==> src/rtl/cpu_pkg.sv <==
// Shared pipeline definitions: write-back FSM states, one-hot field bit indices
// for load alignment and write-data source select, and the default link offset.
package cpu_pkg;

  typedef enum logic [1:0] {
    IDLE  = 2'd0,
    WAIT  = 2'd1,
    WRITE = 2'd2,
    DRAIN = 2'd3
  } wb_state_e;

  localparam int ALIGN_W = 7;
  localparam int AL_LW   = 6;
  localparam int AL_LB   = 5;
  localparam int AL_LBU  = 4;
  localparam int AL_LH   = 3;
  localparam int AL_LHU  = 2;
  localparam int AL_LWL  = 1;
  localparam int AL_LWR  = 0;

  // Bit 0 selects the ALU result, which is also the fallback when no other bit is set.
  localparam int SRC_W    = 3;
  localparam int SRC_LINK = 2;
  localparam int SRC_LOAD = 1;

  localparam int LINK_OFFSET_DEF = 8;

endpackage

==> src/rtl/wb_stage_if.sv <==
// MA-to-WB handshake bundle: retiring instruction fields driven by MA,
// plus WB_enable flowing back to tell MA the stage can accept this cycle.
interface wb_stage_if;
  import cpu_pkg::*;

  logic               MA_ready;
  logic               WB_enable;
  logic [31:0]        rf_B_in;
  logic [4:0]         rf_waddr_in;
  logic [SRC_W-1:0]   rf_wdata_src_in;
  logic               rf_wen_in;
  logic [31:0]        alu_res_in;
  logic               mem_read_in;
  logic [ALIGN_W-1:0] align_load_in;
  logic [31:0]        MA_PC;

  modport master (
    output MA_ready, rf_B_in, rf_waddr_in, rf_wdata_src_in, rf_wen_in,
           alu_res_in, mem_read_in, align_load_in, MA_PC,
    input  WB_enable
  );

  modport slave (
    input  MA_ready, rf_B_in, rf_waddr_in, rf_wdata_src_in, rf_wen_in,
           alu_res_in, mem_read_in, align_load_in, MA_PC,
    output WB_enable
  );

endinterface

==> src/rtl/wb_stage_load_align.sv <==
// Combinational load aligner: extracts/extends the addressed byte or halfword,
// or merges the word with the old rt value for the little-endian lwl/lwr pair.
module load_align
  import cpu_pkg::*;
(
  input  logic [31:0]        rdata,
  input  logic [1:0]         off,
  input  logic [ALIGN_W-1:0] align_load,
  input  logic [31:0]        rf_b,
  output logic [31:0]        aligned
);

  logic [7:0]  byte_sel;
  logic [15:0] half_sel;
  logic [31:0] lwl_word;
  logic [31:0] lwr_word;

  always_comb begin
    byte_sel = rdata[{off, 3'b000} +: 8];
    half_sel = off[1] ? rdata[31:16] : rdata[15:0];
    lwl_word = rdata;
    lwr_word = rdata;
    // lwl fills rt from the top down, lwr from the bottom up; the rest keeps rt.
    case (off)
      2'd0: begin
        lwl_word = {rdata[7:0], rf_b[23:0]};
        lwr_word = rdata;
      end
      2'd1: begin
        lwl_word = {rdata[15:0], rf_b[15:0]};
        lwr_word = {rf_b[31:24], rdata[31:8]};
      end
      2'd2: begin
        lwl_word = {rdata[23:0], rf_b[7:0]};
        lwr_word = {rf_b[31:16], rdata[31:16]};
      end
      2'd3: begin
        lwl_word = rdata;
        lwr_word = {rf_b[31:8], rdata[31:24]};
      end
      default: begin
        lwl_word = rdata;
        lwr_word = rdata;
      end
    endcase

    aligned = rdata;
    if (align_load[AL_LB])       aligned = {{24{byte_sel[7]}}, byte_sel};
    else if (align_load[AL_LBU]) aligned = {24'd0, byte_sel};
    else if (align_load[AL_LH])  aligned = {{16{half_sel[15]}}, half_sel};
    else if (align_load[AL_LHU]) aligned = {16'd0, half_sel};
    else if (align_load[AL_LWL]) aligned = lwl_word;
    else if (align_load[AL_LWR]) aligned = lwr_word;
    else if (align_load[AL_LW])  aligned = rdata;
  end

endmodule

==> src/rtl/wb_stage.sv <==
// Write-back stage: latches the retiring instruction, waits for load data, aligns it
// and drives the register-file write port. Define WB_DEBUG_TRACE_EN for debug_wb_* trace outputs.
module wb_stage
  import cpu_pkg::*;
#(
  parameter int DATA_W      = 32,
  parameter int LINK_OFFSET = LINK_OFFSET_DEF
) (
  input  logic              clk,
  input  logic              rst_n,
  input  logic              empty,
  wb_stage_if.slave         ma,
  input  logic              mem_data_ok,
  input  logic [DATA_W-1:0] mem_rdata,
  output logic              rf_wen,
  output logic [4:0]        rf_waddr,
  output logic [DATA_W-1:0] rf_wdata,
  output logic [DATA_W-1:0] WB_PC,
  output logic              valid_out,
  output logic              wb_stall_out
`ifdef WB_DEBUG_TRACE_EN
  ,
  output logic [31:0]       debug_wb_pc,
  output logic [3:0]        debug_wb_rf_wen,
  output logic [4:0]        debug_wb_rf_wnum,
  output logic [31:0]       debug_wb_rf_wdata
`endif
);

  wb_state_e          state_q, state_d;
  logic               valid_q, valid_d;
  logic [4:0]         waddr_q, waddr_d;
  logic [SRC_W-1:0]   src_q, src_d;
  logic               wen_q, wen_d;
  logic [DATA_W-1:0]  alu_q, alu_d;
  logic [ALIGN_W-1:0] align_q, align_d;
  logic [DATA_W-1:0]  rf_b_q, rf_b_d;
  logic [DATA_W-1:0]  pc_q, pc_d;
  logic [DATA_W-1:0]  rdata_q, rdata_d;
  logic               rf_wen_q, rf_wen_d;
  logic [DATA_W-1:0]  wdata_q, wdata_d;
  logic [DATA_W-1:0]  aligned_d;
  logic               mem_wait;
  logic               wb_enable;
  logic               comming;

  assign mem_wait     = (state_q == WAIT) || (state_q == DRAIN);
  assign wb_enable    = (state_q == IDLE) || ((state_q == WRITE) && !mem_wait);
  assign comming      = wb_enable && ma.MA_ready;
  assign ma.WB_enable = wb_enable;

  always_comb begin
    state_d = state_q;
    valid_d = valid_q;
    waddr_d = waddr_q;
    src_d   = src_q;
    wen_d   = wen_q;
    alu_d   = alu_q;
    align_d = align_q;
    rf_b_d  = rf_b_q;
    pc_d    = pc_q;
    rdata_d = rdata_q;
    case (state_q)
      IDLE, WRITE: begin
        if (empty) begin
          state_d = IDLE;
          valid_d = 1'b0;
        end else if (comming) begin
          valid_d = 1'b1;
          waddr_d = ma.rf_waddr_in;
          src_d   = ma.rf_wdata_src_in;
          wen_d   = ma.rf_wen_in;
          alu_d   = ma.alu_res_in;
          align_d = ma.align_load_in;
          rf_b_d  = ma.rf_B_in;
          pc_d    = ma.MA_PC;
          state_d = ma.mem_read_in ? WAIT : WRITE;
        end else begin
          state_d = IDLE;
          valid_d = 1'b0;
        end
      end
      // A flush while a load is owed must still absorb that response before accepting again.
      WAIT: begin
        if (mem_data_ok) begin
          rdata_d = mem_rdata;
          if (empty) begin
            state_d = IDLE;
            valid_d = 1'b0;
          end else begin
            state_d = WRITE;
          end
        end else if (empty) begin
          state_d = DRAIN;
          valid_d = 1'b0;
        end
      end
      DRAIN: begin
        if (mem_data_ok) state_d = IDLE;
      end
      default: begin
        state_d = IDLE;
        valid_d = 1'b0;
      end
    endcase
  end

  load_align u_load_align (
    .rdata      (rdata_d),
    .off        (alu_d[1:0]),
    .align_load (align_d),
    .rf_b       (rf_b_d),
    .aligned    (aligned_d)
  );

  // Write-port outputs are registered from next-state values so they line up with the state.
  always_comb begin
    rf_wen_d = valid_d && wen_d && (state_d == WRITE);
    if (src_d[SRC_LOAD])      wdata_d = aligned_d;
    else if (src_d[SRC_LINK]) wdata_d = pc_d + DATA_W'(LINK_OFFSET);
    else                      wdata_d = alu_d;
  end

  always_ff @(posedge clk or negedge rst_n) begin
    if (!rst_n) begin
      state_q  <= IDLE;
      valid_q  <= 1'b0;
      waddr_q  <= '0;
      src_q    <= '0;
      wen_q    <= 1'b0;
      alu_q    <= '0;
      align_q  <= '0;
      rf_b_q   <= '0;
      pc_q     <= '0;
      rdata_q  <= '0;
      rf_wen_q <= 1'b0;
      wdata_q  <= '0;
    end else begin
      state_q  <= state_d;
      valid_q  <= valid_d;
      waddr_q  <= waddr_d;
      src_q    <= src_d;
      wen_q    <= wen_d;
      alu_q    <= alu_d;
      align_q  <= align_d;
      rf_b_q   <= rf_b_d;
      pc_q     <= pc_d;
      rdata_q  <= rdata_d;
      rf_wen_q <= rf_wen_d;
      wdata_q  <= wdata_d;
    end
  end

  assign rf_wen       = rf_wen_q;
  assign rf_waddr     = waddr_q;
  assign rf_wdata     = wdata_q;
  assign WB_PC        = pc_q;
  assign valid_out    = valid_q;
  assign wb_stall_out = (state_q == WAIT);

`ifdef WB_DEBUG_TRACE_EN
  always_ff @(posedge clk or negedge rst_n) begin
    if (!rst_n) begin
      debug_wb_pc       <= '0;
      debug_wb_rf_wen   <= '0;
      debug_wb_rf_wnum  <= '0;
      debug_wb_rf_wdata <= '0;
    end else begin
      debug_wb_pc       <= 32'(pc_d);
      debug_wb_rf_wen   <= {4{rf_wen_d}};
      debug_wb_rf_wnum  <= waddr_d;
      debug_wb_rf_wdata <= 32'(wdata_d);
    end
  end
`endif

  // Load responses are only legal while a load is owed.
  mem_ok_protocol_a: assert property (@(posedge clk) disable iff (!rst_n)
    mem_data_ok |-> mem_wait);

endmodule

==> src/flat_wrapper.sv <==
// flat-port wrapper written by rule: the top's interface ports become plain ports
module wb_stage_flat import cpu_pkg::*;
#(
  parameter int DATA_W      = 32,
  parameter int LINK_OFFSET = LINK_OFFSET_DEF
)
  (clk, rst_n, empty, mem_data_ok, mem_rdata, rf_wen, rf_waddr, rf_wdata, WB_PC, valid_out, wb_stall_out, ma_MA_ready, ma_rf_B_in, ma_rf_waddr_in, ma_rf_wdata_src_in, ma_rf_wen_in, ma_alu_res_in, ma_mem_read_in, ma_align_load_in, ma_MA_PC, ma_WB_enable);
  wb_stage_if ma_i ();
  input  logic clk;
  input  logic rst_n;
  input  logic empty;
  input  logic mem_data_ok;
  input  logic [DATA_W-1:0] mem_rdata;
  output logic rf_wen;
  output logic [4:0] rf_waddr;
  output logic [DATA_W-1:0] rf_wdata;
  output logic [DATA_W-1:0] WB_PC;
  output logic valid_out;
  output logic wb_stall_out;
  input wire logic [$bits(ma_i.MA_ready)-1:0] ma_MA_ready;
  input wire logic [$bits(ma_i.rf_B_in)-1:0] ma_rf_B_in;
  input wire logic [$bits(ma_i.rf_waddr_in)-1:0] ma_rf_waddr_in;
  input wire logic [$bits(ma_i.rf_wdata_src_in)-1:0] ma_rf_wdata_src_in;
  input wire logic [$bits(ma_i.rf_wen_in)-1:0] ma_rf_wen_in;
  input wire logic [$bits(ma_i.alu_res_in)-1:0] ma_alu_res_in;
  input wire logic [$bits(ma_i.mem_read_in)-1:0] ma_mem_read_in;
  input wire logic [$bits(ma_i.align_load_in)-1:0] ma_align_load_in;
  input wire logic [$bits(ma_i.MA_PC)-1:0] ma_MA_PC;
  output wire logic [$bits(ma_i.WB_enable)-1:0] ma_WB_enable;
  assign ma_i.MA_ready = ma_MA_ready;
  assign ma_i.rf_B_in = ma_rf_B_in;
  assign ma_i.rf_waddr_in = ma_rf_waddr_in;
  assign ma_i.rf_wdata_src_in = ma_rf_wdata_src_in;
  assign ma_i.rf_wen_in = ma_rf_wen_in;
  assign ma_i.alu_res_in = ma_alu_res_in;
  assign ma_i.mem_read_in = ma_mem_read_in;
  assign ma_i.align_load_in = ma_align_load_in;
  assign ma_i.MA_PC = ma_MA_PC;
  assign ma_WB_enable = ma_i.WB_enable;
  wb_stage #(.DATA_W(DATA_W), .LINK_OFFSET(LINK_OFFSET)) u_core (.clk(clk), .rst_n(rst_n), .empty(empty), .ma(ma_i), .mem_data_ok(mem_data_ok), .mem_rdata(mem_rdata), .rf_wen(rf_wen), .rf_waddr(rf_waddr), .rf_wdata(rf_wdata), .WB_PC(WB_PC), .valid_out(valid_out), .wb_stall_out(wb_stall_out));
endmodule
==> config.mk <==
export PLATFORM = sky130hd
export DESIGN_NAME = wb_stage_flat
export DESIGN_NICKNAME = d
export VERILOG_FILES = /design/src/rtl/cpu_pkg.sv /design/src/rtl/wb_stage_if.sv /design/src/rtl/wb_stage_load_align.sv /design/src/rtl/wb_stage.sv /design/src/flat_wrapper.sv
export SDC_FILE = /design/constraint.sdc
export NUM_CORES = 1
export LEC_CHECK = 0
export CELL_PAD_IN_SITES_DETAIL_PLACEMENT = 1
export CELL_PAD_IN_SITES_GLOBAL_PLACEMENT = 2
export CORE_MARGIN = 2
export CORE_UTILIZATION = 31
export CTS_BUF_LIST = sky130_fd_sc_hd__clkbuf_4 sky130_fd_sc_hd__clkbuf_8
export CTS_CLUSTER_DIAMETER = 50
export DETAILED_ROUTE_END_ITERATION = 10
export HOLD_SLACK_MARGIN = 0.02
export PLACE_DENSITY_LB_ADDON = 0.1
export SLEW_MARGIN = 30
export SYNTH_ARGS = -nofsm -noshare
export SYNTH_HDL_FRONTEND = slang
export SYNTH_SLANG_ARGS = --single-unit
==> constraint.sdc <==
create_clock -name clk -period 4.39 [get_ports clk]
set_clock_uncertainty 0.2 [all_clocks]
set_input_delay 0.878 -clock clk [delete_from_list [all_inputs] [get_ports clk]]
set_output_delay 0.878 -clock clk [all_outputs]
set_load 0.005 [all_outputs]
After elaboration in Yosys (flattened, before gate mapping). Index checks and enable logic that the tools add are counted.

Bits of input ports: 150. Flip-flop bits (word level): 179. Word-level logic and storage cells: 77. Output and inout bits: 73.

Add/sub/neg operators: 1. Shifts and indexed selects: 1. Reductions and logical operators: 11. Multiplexer cells: 43. Bitwise operators: 1. Equal/unequal tests: 7.

Operators with widths (number): 32-bit two-way mux (19); 32-bit one-hot mux with 4 select lines (2); 32-bit by 4-bit adder with 32-bit output (second input constant) (1); 32-bit by 6-bit indexed part select with 8-bit output (1); 6-bit two-way mux (3); 16-bit two-way mux (1); 2-bit two-way mux (7); 2-bit equality test (second input constant) (5); 3-bit two-way mux (3); 1-bit two-way mux (6); 2-bit one-hot mux with 3 select lines (1); 2-bit by 1-bit equality test with 1-bit output (second input constant) (2); 1-bit logical AND (4); 2-bit zero test (2); 3-bit AND reduction (1); 1-bit logical OR (2); 1-bit one-hot mux with 2 select lines (1); 2-bit OR reduction (1); 1-bit zero test (1); 1-bit inverter (1).

Logic depth before layout (Yosys ltp). Gate-level depths: netlist of the first run.

Word-level depth: 18. Mapped depth: 17. Mapped depth without buffers: 10.

Hierarchy. Synthesis of the first run repeated with hierarchy kept, for this count alone.

Cells, all modules: 1124. Area, all modules: 10181.0 um^2.

Modules (own cells, without submodules): wb_stage (cells each 815, area each 7891.3 um^2, sequential area each 4479.3 um^2, times used 1); load_align (cells each 309, area each 2289.7 um^2, sequential area each 0.0 um^2, times used 1).

Worst setup path after synthesis of the first run. Ideal clock, no wire load.

Path kind: input to register. From: in ma_MA_ready. To: reg u_core.wdata_q[31], in the netlist u_core.rf_wdata[31]. Slack: -0.079 ns. Stages on the path: 16. Buffers on the path: 6. Data required time: 4.064 ns. Arrival: 4.143 ns. Setup time: 0.126 ns. Cells stage by stage: or3b_1 buf_2 buf_2 clkbuf_1 buf_2 buf_1 clkbuf_1 nand2_1 o21ai_0 ha_1 inv_1 a221o_1 nor4_1 xnor2_1 nor2_1 o32a_1.

Elaborated cells on any way between the ends: 33. Those cells by class: 1 x add/sub; 3 x eq/ne; 1 x shift; 26 x mux; 2 x reduce/logical.

RTL lines: start: declaration (line flat_wrapper.sv:20) `input wire logic [$bits(ma_i.MA_ready)-1:0] ma_MA_ready;`; 1-bit logical AND (line wb_stage.sv:49) `assign comming = wb_enable && ma.MA_ready;`; 32-bit two-way mux (line wb_stage.sv:68) `end else if (comming) begin`; 32-bit two-way mux (line wb_stage.sv:65) `if (empty) begin`; 32-bit two-way mux (line wb_stage.sv:63) `case (state_q)`; net u_core.pc_d[4] (line wb_stage.sv:38) `logic [DATA_W-1:0] pc_q, pc_d;`; 32-bit by 4-bit adder with 32-bit output (line wb_stage.sv:120) `else if (src_d[SRC_LINK]) wdata_d = pc_d + DATA_W'(LINK_OFFSET);`; 32-bit two-way mux (line wb_stage.sv:120); 32-bit two-way mux (line wb_stage.sv:119) `if (src_d[SRC_LOAD]) wdata_d = aligned_d;`; net u_core.wdata_d[31] (line wb_stage.sv:41) `logic [DATA_W-1:0] wdata_q, wdata_d;`; end signal: assignment (line wb_stage.sv:150) `wdata_q <= wdata_d;`; end: declaration (line wb_stage.sv:41).

The timed path passes the listed nets, and every way through them passes these cells. A chain may end at the register's enable or synchronous reset.

Worst setup path after layout of the first run.
From: in ma_MA_ready. To: reg u_core.wdata_q[27], in the netlist u_core.rf_wdata[27].

Same word-level chain as after synthesis.

==> results of run 1 <==
[sequential cells by signal, summed over array words and instances, names as in the netlist]
signal            count
u_core.WB_PC         32
u_core.alu_q         32
u_core.rdata_q       32
u_core.rf_b_q        32
u_core.rf_wdata      32
u_core.align_q        6
u_core.rf_waddr       5
u_core.src_q          2
u_core.state_q        2
u_core.rf_wen         1
u_core.valid_out      1
u_core.wen_q          1
[power by group]
part,total (mW),switching [mW],internal [mW]
Combinational,2.67,1.47,1.19
Sequential,2.24,0.209,2.03
Clock,1.21,0.718,0.490
Total,6.11,2.40,3.71
[kinds of logic after synthesis]
| family | after synthesis | share of synthesized area |
|---|---|---|
| AOI/OAI and AO/OA | 254 | 0.168 |
| xor gates and xnor gates | 23 | 0.0205 |
| adders and majority gates | 1 | 0.00127 |
| buffers and inverters | 120 | 0.0492 |
| DFF | 178 | 0.454 |
| muxes | 93 | 0.103 |
| and+or+nand+nor | 471 | 0.205 |
[cell type report]
cell class | count | area (um2) | area share
Clock inverter | 15 | 184 | 0.0137
Tap cell | 402 | 503 | 0.0373
Sequential cell | 178 | 4450 | 0.331
Clock buffer | 17 | 234 | 0.0174
Timing Repair Buffer | 312 | 3010 | 0.223
Multi-Input combinational cell | 842 | 4910 | 0.364
Inverter | 48 | 180 | 0.0134
[Yosys cell counts (3+ instances only)]
| library cell | instances | area (um2) |
|---|---|---|
| nor2_1 | 73 | 274 |
| o32a_1 | 4 | 40.0 |
| dfrtp_1 | 178 | 4450 |
| and2_1 | 3 | 18.8 |
| nor3b_1 | 10 | 75.1 |
| xnor2_1 | 22 | 193 |
| o21ai_1 | 3 | 15.0 |
| and3_1 | 4 | 25.0 |
| nand2b_1 | 3 | 18.8 |
| inv_1 | 45 | 169 |
| a2111oi_0 | 4 | 35.0 |
| a221oi_1 | 4 | 35.0 |
| mux2i_1 | 57 | 571 |
| nand2_1 | 291 | 1090 |
| o21a_1 | 9 | 67.6 |
| a221o_1 | 3 | 30.0 |
| o21ai_0 | 63 | 315 |
| buf_2 | 17 | 85.1 |
| mux2_2 | 33 | 372 |
| nand3b_1 | 3 | 22.5 |
| a211oi_1 | 30 | 225 |
| nor4_1 | 4 | 25.0 |
| o32ai_1 | 4 | 35.0 |
| a21oi_1 | 65 | 325 |
| a31oi_1 | 11 | 68.8 |
| or3_1 | 6 | 37.5 |
| a211o_1 | 4 | 35.0 |
| a311oi_1 | 3 | 26.3 |
| nor3_1 | 15 | 75.1 |
| nand3_1 | 31 | 155 |
| nand4_1 | 19 | 119 |
| buf_1 | 10 | 37.5 |
| o211ai_1 | 20 | 150 |
| clkbuf_1 | 43 | 161 |
[worst paths after layout]
check,startpoint,to,cells after the start
worst min register to register,u_core.alu_q[24],u_core.alu_q[24],2
worst max register to register,u_core.state_q[0],u_core.rf_wdata[27],11
max in group asynchronous,rst_n,u_core.rf_b_q[5],2
worst max-delay path,ma_MA_ready,u_core.rf_wdata[27],12
min in group clk,u_core.alu_q[24],u_core.alu_q[24],2
worst min-delay path,rst_n,u_core.WB_PC[7],1
[through the flow]
stage               setup WS [ns]  utilization  power [mW]  area [um2]  hold slack, ns
floorplan                  0.0441            -        3.50        9820           0.235
global placement            0.154        0.416        4.90       13100           0.252
detailed placement          0.124        0.416        4.93       13100           0.260
CTS                         0.623        0.429        6.17       13500           0.198
global route                0.379        0.429        6.52       13500           0.196
finish                      0.603        0.429        6.11       13500           0.176
[metal layers]
layer / vias to the layer above / wire, um / GRT usage / share of wire
met1: 4665 / 18000 / 0.326 / 0.46
met3: 27 / 1430 / 0.0301 / 0.036
li1: 4490 / - / - / -
met2: 218 / 19300 / 0.421 / 0.49
met4: 0 / 743 / 0.0642 / 0.019
met5: - / 0 / 0 / 0
[cell usage in the layout, fill, tap and decap left out, types with 4 or more instances in the layout]
cell type / n
a2111oi_0: 4
a211o_1: 4
a211oi_1: 30
a21oi_1: 65
a221oi_1: 4
a31oi_1: 11
and3_1: 4
buf_12: 9
buf_4: 83
clkbuf_8: 18
clkdlybuf4s50_1: 219
dfrtp_1: 178
inv_1: 45
inv_8: 5
mux2_2: 33
mux2i_1: 54
nand2_1: 291
nand3_1: 31
nand4_1: 19
nor2_1: 73
nor3_1: 15
nor3b_1: 9
nor4_1: 4
o211ai_1: 20
o21a_1: 9
o21ai_0: 63
o32a_1: 4
o32ai_1: 4
or3_1: 6
xnor2_1: 22
[critical path: cells and delay by family]
family	cells	cell delay, ns
buffers and inverters	4	0.93
AOI/OAI and AO/OA	3	0.88
muxes	1	0.14
and+or+nand+nor	2	0.76
xor gates and xnor gates	1	0.16
adders and majority gates	1	0.25
==> summary.md, run 1 <==
| Metric | Value |
|---|---|
| Worst-path cell chain | `clkdlybuf4s50_1 > or3b_4 > buf_12 > mux2i_1 > inv_1 > ha_1 > inv_1 > a221o_1 > nor4_1 > xnor2_1 > a311oi_1 > o21a_1` |
| Routed WL | `between 30 and 40 mm` |
| H-Tree Depth | `4` |
| Pins Over Slew Limit | `0` |
| CTS hold repair buffers | `0` |
| Sequential area share after synthesis | `0.454` |
| Critical Path RT | `4.60 ns` |
| Min-delay worst type | `in2async` |
| I/O pins | `223` |
| Gate Count Post-Synth | `1140` |
| CP Launch Type | `input port` |
| Clk_lat worst skew | `between 0.4 and 0.5 ns` |
| Least-Margin Pin Slew | `0.766 ns` |
| # DRC | `0` |
| CP max FO | `16` |
| Lkg Pwr | `roughly 6 nW` |
| Vias per cell | `5.18` |
| Clock tree buffer depth | `2` |
| Final Critical Period | `3.79 ns` |
| Layout Nets | `1550` |
| Ant. Diodes | `0` |
| Congestion Overflow GR | `0` |
| Chip width | `182 um` |
| CP max-delay cell | `clkdlybuf4s50_1` |
| First-pass GRT wire length | `61.0 mm` |
| Crit Path Class | `in2reg` |
| Status | `finished, final reports clean` |
| Clk slew on worst S/H paths | `roughly 0.11 ns` |
| Max VDD drop | `0.000170 V` |
| Drt wl/cell | `21.8 um` |
| Vias in the first global route | `9994` |
| DP HPWL | `around 31 mm` |
| Die Y-Extent | `approximately 180 um` |
| ANT nets after route | `0` |
| TNS Setup | `0 ns` |
| PD cells | `between 400 and 500 nW/um2` |
| Post-Place Cells | `between 1500 and 2000` |
| TritonRoute pass-1 iters | `5` |
| Post-synth EDFFs | `0` |
| Synthesis-to-finish area growth | `37.2%` |
| Max-cap check violation count | `0` |
| Die area | `33100 um2` |
| R2R Setup Slk | `1.00 ns` |
| Unique masters post-synth | `between 60 and 70` |
| Yosys warnings | `0` |
| DRT iter0 DRCs | `514` |
| Fin. Hold Viols | `0` |
| Total track usage | `0.244` |
| GP Congestion | `0.893` |
| Fin cells | `1814` |
| Post-CTS Resized | `0` |
| # fillers | `3685` |
| Final setup viols | `0` |
| Syn Area/Cell | `8.61 um2` |
| Cell area after synthesis | `a little under 10000 um2` |
| Largest net degree at the start of global routing | `76` |
| CP max stage delay | `0.50 ns` |
| Starting Density | `0.313` |
| Relative slew slack | `0.487` |
| Synth Flop Type | `dfrtp_1` |
| Critical Path Sink Type | `register` |
| Achievable Freq | `0.264 GHz` |
| Most used cell along the critical path | `inv_1` |
| Syn_nets | `1291` |
| Share of layout cells above drive strength 1 | `0.123` |
| RSZ-0062 raised after global routing | `false` |
| # port buffers | `220` |
| Final period utilization | `0.863` |
| CTS Sinks | `between 150 and 200` |
| Core Region | `31400 um2` |
| Initial antenna violation count | `0` |
| Setup Buffers After CTS | `0` |
| Detailed-route via count | `between 9000 and 10000` |
| Worst EP arrival | `4.00 ns` |
| Row count | `65` |
| Root Buffer | `clkbuf_8` |
| Ys async rst share | `1.00` |
| Num CTS Buffers | `17` |
| CTS tree | `yes` |
| Yosys reg bits | `178` |
Note: power is estimated with default switching activity, not from simulation.
==> inputs of run 2 (changes only) <==
- CORE_UTILIZATION: 31 -> 39
- DONT_BUFFER_PORTS: default -> 1
==> run 2 against run 1 <==
The flow now finishes with violations (negative hold slack). Maximum frequency grew 6.8%. Routed wire length shrank 8.7%. Cell count is 19% lower. First-iteration DRC count is 21% higher. Worst setup slack better by 0.24 ns. Global-route usage up 3.1 points. Die area decreased by 20%. Worst hold slack got worse by 0.29 ns. Combinational power is 27% lower. Utilization increased by 0.13 points. Register-to-register slack got worse by 0.16 ns. Critical endpoint is now u_core.rf_wdata[20].
==> summary.md, run 2 (synthesis results as in run 1) <==
| Metric | Value |
|---|---|
| Max VDD drop | `roughly 0.00023 V` |
| Pins Over Slew Limit | `0` |
| Place WS | `approximately 0.48 ns` |
| Share of layout cells above drive strength 1 | `0.108` |
| Clock power share | `0.215` |
| DP HPWL | `about 27 mm` |
| Clock tree buffer depth | `2` |
| Layout Nets | `1281` |
| CP max FO | `23` |
| Lkg Pwr | `4.88 nW` |
| # port buffers | `0` |
| Root Buffer | `clkbuf_8` |
| CTS Sinks | `around 180` |
| Setup Buffers After CTS | `0` |
| Fin. Hold Viols | `roughly 180` |
| Die Y-Extent | `163 um` |
| Crit Path Class | `reg2reg` |
| Congestion Overflow GR | `0` |
| Reg2reg path depth | `8` |
| TritonRoute pass-1 iters | `5` |
| Failing checks | `negative hold slack` |
| Critical Path Sink Type | `register` |
| Sequential Power Share | `0.423` |
| Starting Density | `0.393` |
| R2r startpoint | `u_core.state_q[0]` |
| Switching Power | `2.23 mW` |
| Sw Share | `0.416` |
| # DRC | `0` |
| I/O pins | `approximately 220` |
| RSZ-0062 raised after global routing | `false` |
| GP Congestion | `0.913` |
| Combinational Power Share | `0.362` |
| Synthesis-to-finish area growth | `9.47%` |
| Drt wl/cell | `around 24 um` |
| Hold WS | `-0.112 ns` |
| Commonest non-fill, non-tap cells in the layout | `291 x nand2_1, 178 x dfrtp_1, 73 x nor2_1, 65 x a21oi_1, 63 x o21ai_0` |
| Final setup viols | `0` |
| Min-delay worst type | `in2async` |
| Routed WL | `36.1 mm` |
| Die area | `26500 um2` |
| Total track usage | `0.275` |
| Num CTS Buffers | `17` |
| Least-Margin Pin Slew | `0.698 ns` |
| Cell Int Power | `3.14 mW` |
| Final period utilization | `0.808` |
| PD cells | `around 500 nW/um2` |
| Overall power | `around 5.4 mW` |
| Critical path origin | `u_core.state_q[0]` |
| Final Critical Period | `3.55 ns` |
| Max-cap check violation count | `0` |
| Vias in the first global route | `8772` |
| Detailed-route via count | `between 8000 and 9000` |
| Largest net degree at the start of global routing | `~180` |
| Row count | `58` |
| Worst EP arrival | `3.72 ns` |
| First-pass GRT wire length | `54.4 mm` |
| Initial antenna violation count | `1` |
| Clk_lat worst skew | `0.48 ns` |
| Final Util | `0.430` |
| Clk slew on worst S/H paths | `0.11 ns` |
| H-Tree Depth | `4` |
| Achievable Freq | `approximately 0.28 GHz` |
| DRT iter0 DRCs | `623` |
| CP Launch Type | `register` |
| Core Region | `25000 um2` |
| Chip width | `roughly 160 um` |
| Vias per cell | `5.80` |
| CTS tree | `yes` |
| Post-CTS Resized | `0` |
| Relative slew slack | `0.533` |
| Worst Slack Setup Final | `0.843 ns` |
| Ant. Diodes | `0` |
| TNS Setup | `0 ns` |
| Status | `finished with violations` |
| Most common cell after layout, fill and taps aside | `nand2_1` |
| ANT nets after route | `0` |
| Critical Path RT | `4.56 ns` |
[run 2: stage by stage]
step	instances	instance area, um2
global placement	1441	10400
detailed placement	1441	10400
floorplan	1140	9820
global route	1473	10700
finish	1473	10700
CTS	1473	10700
[run 2: worst paths after layout]
check	endpoint	slack, ns
max	u_core.rf_wdata[20]	0.84
min	u_core.WB_PC[19]	-0.11
max reg2reg	u_core.rf_wdata[20]	0.84
min reg2reg	u_core.rf_b_q[26]	0.28
max in group asynchronous	u_core.rdata_q[17]	3.80
min in group clk	u_core.rf_b_q[26]	0.28
[run 2: layer usage]
| metal | vias up | share of wire | GRT usage |
|---|---|---|---|
| li1 | 3943 | - | - |
| met1 | 4298 | 0.44 | 0.367 |
| met2 | 254 | 0.48 | 0.456 |
| met3 | 41 | 0.058 | 0.0507 |
| met4 | 2 | 0.023 | 0.0853 |
| met5 | - | 0.00036 | 0 |
[run 2: final cells by class]
cell class	instances	area, um2
tap	330	413
clock inverter	14	146
timing repair buffer	43	398
fill	2957	14200
multi-input combinational	842	4910
inverter	48	180
clock buffer	18	248
sequential	178	4450
[run 2: critical path, cell delays in order, from the launching register on]
cell	delay (ns)
dfrtp_1	0.48
or3b_4	0.60
mux2i_4	0.26
inv_2	0.10
mux4_2	0.55
o211ai_2	0.32
and2_1	0.42
o21ai_2	0.26
o21a_1	0.25
[run 2: power groups by stage]
stage / logic (mW) / registers (mW) / clock network, mW
after detailed placement: 1.92 / 2.31 / 0
after global routing: 2.12 / 2.32 / 1.26
after global placement: 1.90 / 2.30 / 0
final: 1.94 / 2.27 / 1.15
after floorplan: 1.29 / 2.21 / 0
after CTS: 1.93 / 2.28 / 1.20
==> inputs of run 3 (changes only) <==
- CORE_UTILIZATION: 39 -> 35
- clock period: 4.39 -> 3 ns (I/O delays scaled with it)
==> run 3 against run 2 <==
The flow finishes with violations (negative hold slack, negative setup slack). Die area increased by 11%. Global-route usage decreased by 0.33 points. Critical path depth increased by 2. Via count increased by 7.2%. Cell count increased by 15%. Non-clock buffer count increased by 173. Register-to-register slack got worse by 0.84 ns. Maximum frequency increased by 18%. Total power increased by 66%. Clock-buffer cell count increased by 3. First-iteration DRC count decreased by 30%.
==> summary.md, run 3 (synthesis results as in run 1) <==
| Metric | Value |
|---|---|
| Switching Power | `about 3.5 mW` |
| Clk slew on worst S/H paths | `roughly 0.1 ns` |
| Worst Slack Setup Final | `-0.000298 ns` |
| Fin. Hold Viols | `roughly 180` |
| Failing checks | `negative hold slack, negative setup slack` |
| # DRC | `0` |
| Crit Path Class | `reg2reg` |
| CTS tree | `yes` |
| R2R Setup Slk | `-0.0003 ns` |
| Largest net degree at the start of global routing | `179` |
| Most used cell along the critical path | `buf_4` |
| Met2 Resource Use GR | `0.448` |
| Hold WS | `-0.420 ns` |
| Cell Int Power | `approximately 5.4 mW` |
| Most common cell after layout, fill and taps aside | `nand2_1` |
| Sequential Power Share | `0.374` |
| Critical Path RT | `between 3 and 4 ns` |
| Total track usage | `0.272` |
| Met3 usage | `0.0658` |
| Status | `finished with violations` |
| Final setup viols | `1` |
| GRT met1 Usage | `0.351` |
| Worst-path cell chain | `or3b_4 > buf_4 > mux2i_4 > buf_12 > mux2_2 > o211ai_1 > buf_4 > nor2_1 > nor3_1 > a211oi_1` |
| Lkg Pwr | `5.85 nW` |
| Most used routing layer | `met2` |
| Root Buffer | `clkbuf_8` |
| Combinational Power Share | `0.428` |
| Achievable Freq | `0.333 GHz` |
| GP Congestion | `about 0.87` |
| Place WS | `-0.464 ns` |
| Relative slew slack | `0.637` |
| Max-cap check violation count | `0` |
| Die area | `29400 um2` |
| CP max stage delay | `0.45 ns` |
| H-Tree Depth | `4` |
| Share of layout cells above drive strength 1 | `0.241` |
| Final period utilization | `1.00` |
| Final Critical Period | `about 3 ns` |
| Routed WL | `39.7 mm` |
| Clock power share | `0.198` |
| Congestion Overflow GR | `0` |
| Max VDD drop | `0.000283 V` |
| # port buffers | `0` |
| CTS Sinks | `178` |
| Initial antenna violation count | `0` |
| CP Launch Type | `register` |
| ANT nets after route | `0` |
| Least-Margin Pin Slew | `0.529 ns` |
| Ant. Diodes | `0` |
| Commonest non-fill, non-tap cells in the layout | `290 x nand2_1, 178 x dfrtp_1, 173 x buf_4, 70 x nor2_1, 61 x a21oi_1` |
| Detailed-route via count | `9156` |
| TritonRoute pass-1 iters | `5` |
| Layout Nets | `1456` |
| TNS Setup | `-0.000298 ns` |
| Clk_lat worst skew | `0.50 ns` |
| Min-delay worst type | `in2async` |
| Pins Over Slew Limit | `0` |
| Drt wl/cell | `23.4 um` |
| DRT iter0 DRCs | `around 440` |
| RSZ-0062 raised after global routing | `true` |
| Area after DPL | `~12000 um2` |
| Sw Share | `0.392` |
| CP max FO | `16` |
| Die Y-Extent | `~170 um` |
| Overall power | `between 8 and 9 mW` |
| DP HPWL | `30.4 mm` |
| PD cells | `706 nW/um2` |
| CP max-delay cell | `or3b_4` |
| Worst EP arrival | `3.18 ns` |
| Vias per cell | `~5.4` |
| Critical Path Sink Type | `register` |
| Starting Density | `0.354` |
| Core Region | `27700 um2` |
| First-pass GRT wire length | `58.8 mm` |
| Synthesis-to-finish area growth | `28.7%` |
| Chip width | `approximately 170 um` |
| I/O pins | `223` |
| Row count | `61` |
| Num CTS Buffers | `17` |
| Clock tree buffer depth | `2` |
| Vias in the first global route | `9651` |
| Post-Layout Inst Area | `12600 um2` |
[run 3: through the flow]
stage / hold slack [ns] / utilization / instances
after global placement: 0.110 / 0.421 / 1640
after floorplan: 0.104 / - / 1140
after CTS: -0.447 / 0.447 / 1691
after detailed placement: 0.110 / 0.421 / 1640
after global routing: -0.465 / 0.456 / 1695
final: -0.420 / 0.456 / 1695
[run 3: routing by layer]
layer	vias up	wire length, um
li1	4316	-
met3	56	2340
met2	234	19000
met5	-	0
met1	4550	17300
met4	0	1080
[run 3: worst paths after layout]
check / startpoint / to / cells after the start
min in group clk: ma_alu_res_in[19] / u_core.alu_q[19] / 2
worst max register to register: u_core.state_q[0] / u_core.rf_wdata[24] / 10
worst max-delay path: u_core.state_q[0] / u_core.rf_wdata[24] / 10
worst min-delay path: rst_n / u_core.wen_q / 0
worst min register to register: u_core.alu_q[2] / u_core.alu_q[2] / 2
max in group asynchronous: rst_n / u_core.rf_wdata[31] / 0
[run 3: repair_timing]
item	in CTS	in global routing
pin swaps	7	9
hold buffers	18	2
setup buffers	1	1
endpoints found under the setup margin	20	27
gates resized for setup	23	48
cloned	1	1
endpoints found under the hold margin	196	180
[run 3: critical path: cells and delay by family (launching register included)]
family | cells | cell delay [ns]
AO/OA/AOI/OAI | 2 | 0.39
buffers and inverters | 3 | 0.57
flip-flops | 1 | 0.39
multiplexers | 2 | 0.60
AND/OR/NAND/NOR | 3 | 0.73
[run 3: power groups by stage]
| stage | sequential [mW] | combinational (mW) | clock (mW) |
|---|---|---|---|
| floorplan | 3.23 | 1.91 | 0 |
| global placement | 3.36 | 3.52 | 0 |
| detailed placement | 3.38 | 3.56 | 0 |
| CTS | 3.34 | 3.67 | 1.81 |
| global route | 3.39 | 4.15 | 1.91 |
| finish | 3.33 | 3.82 | 1.76 |
[run 3: layout make-up]
| cell class | instances | area, um2 |
|---|---|---|
| Fill cell | 3211 | 15100 |
| Multi-Input combinational cell | 844 | 5240 |
| Sequential cell | 178 | 4450 |
| Timing Repair Buffer | 216 | 1890 |
| Tap cell | 378 | 473 |
| Clock buffer | 21 | 277 |
| Inverter | 48 | 180 |
| Clock inverter | 10 | 125 |
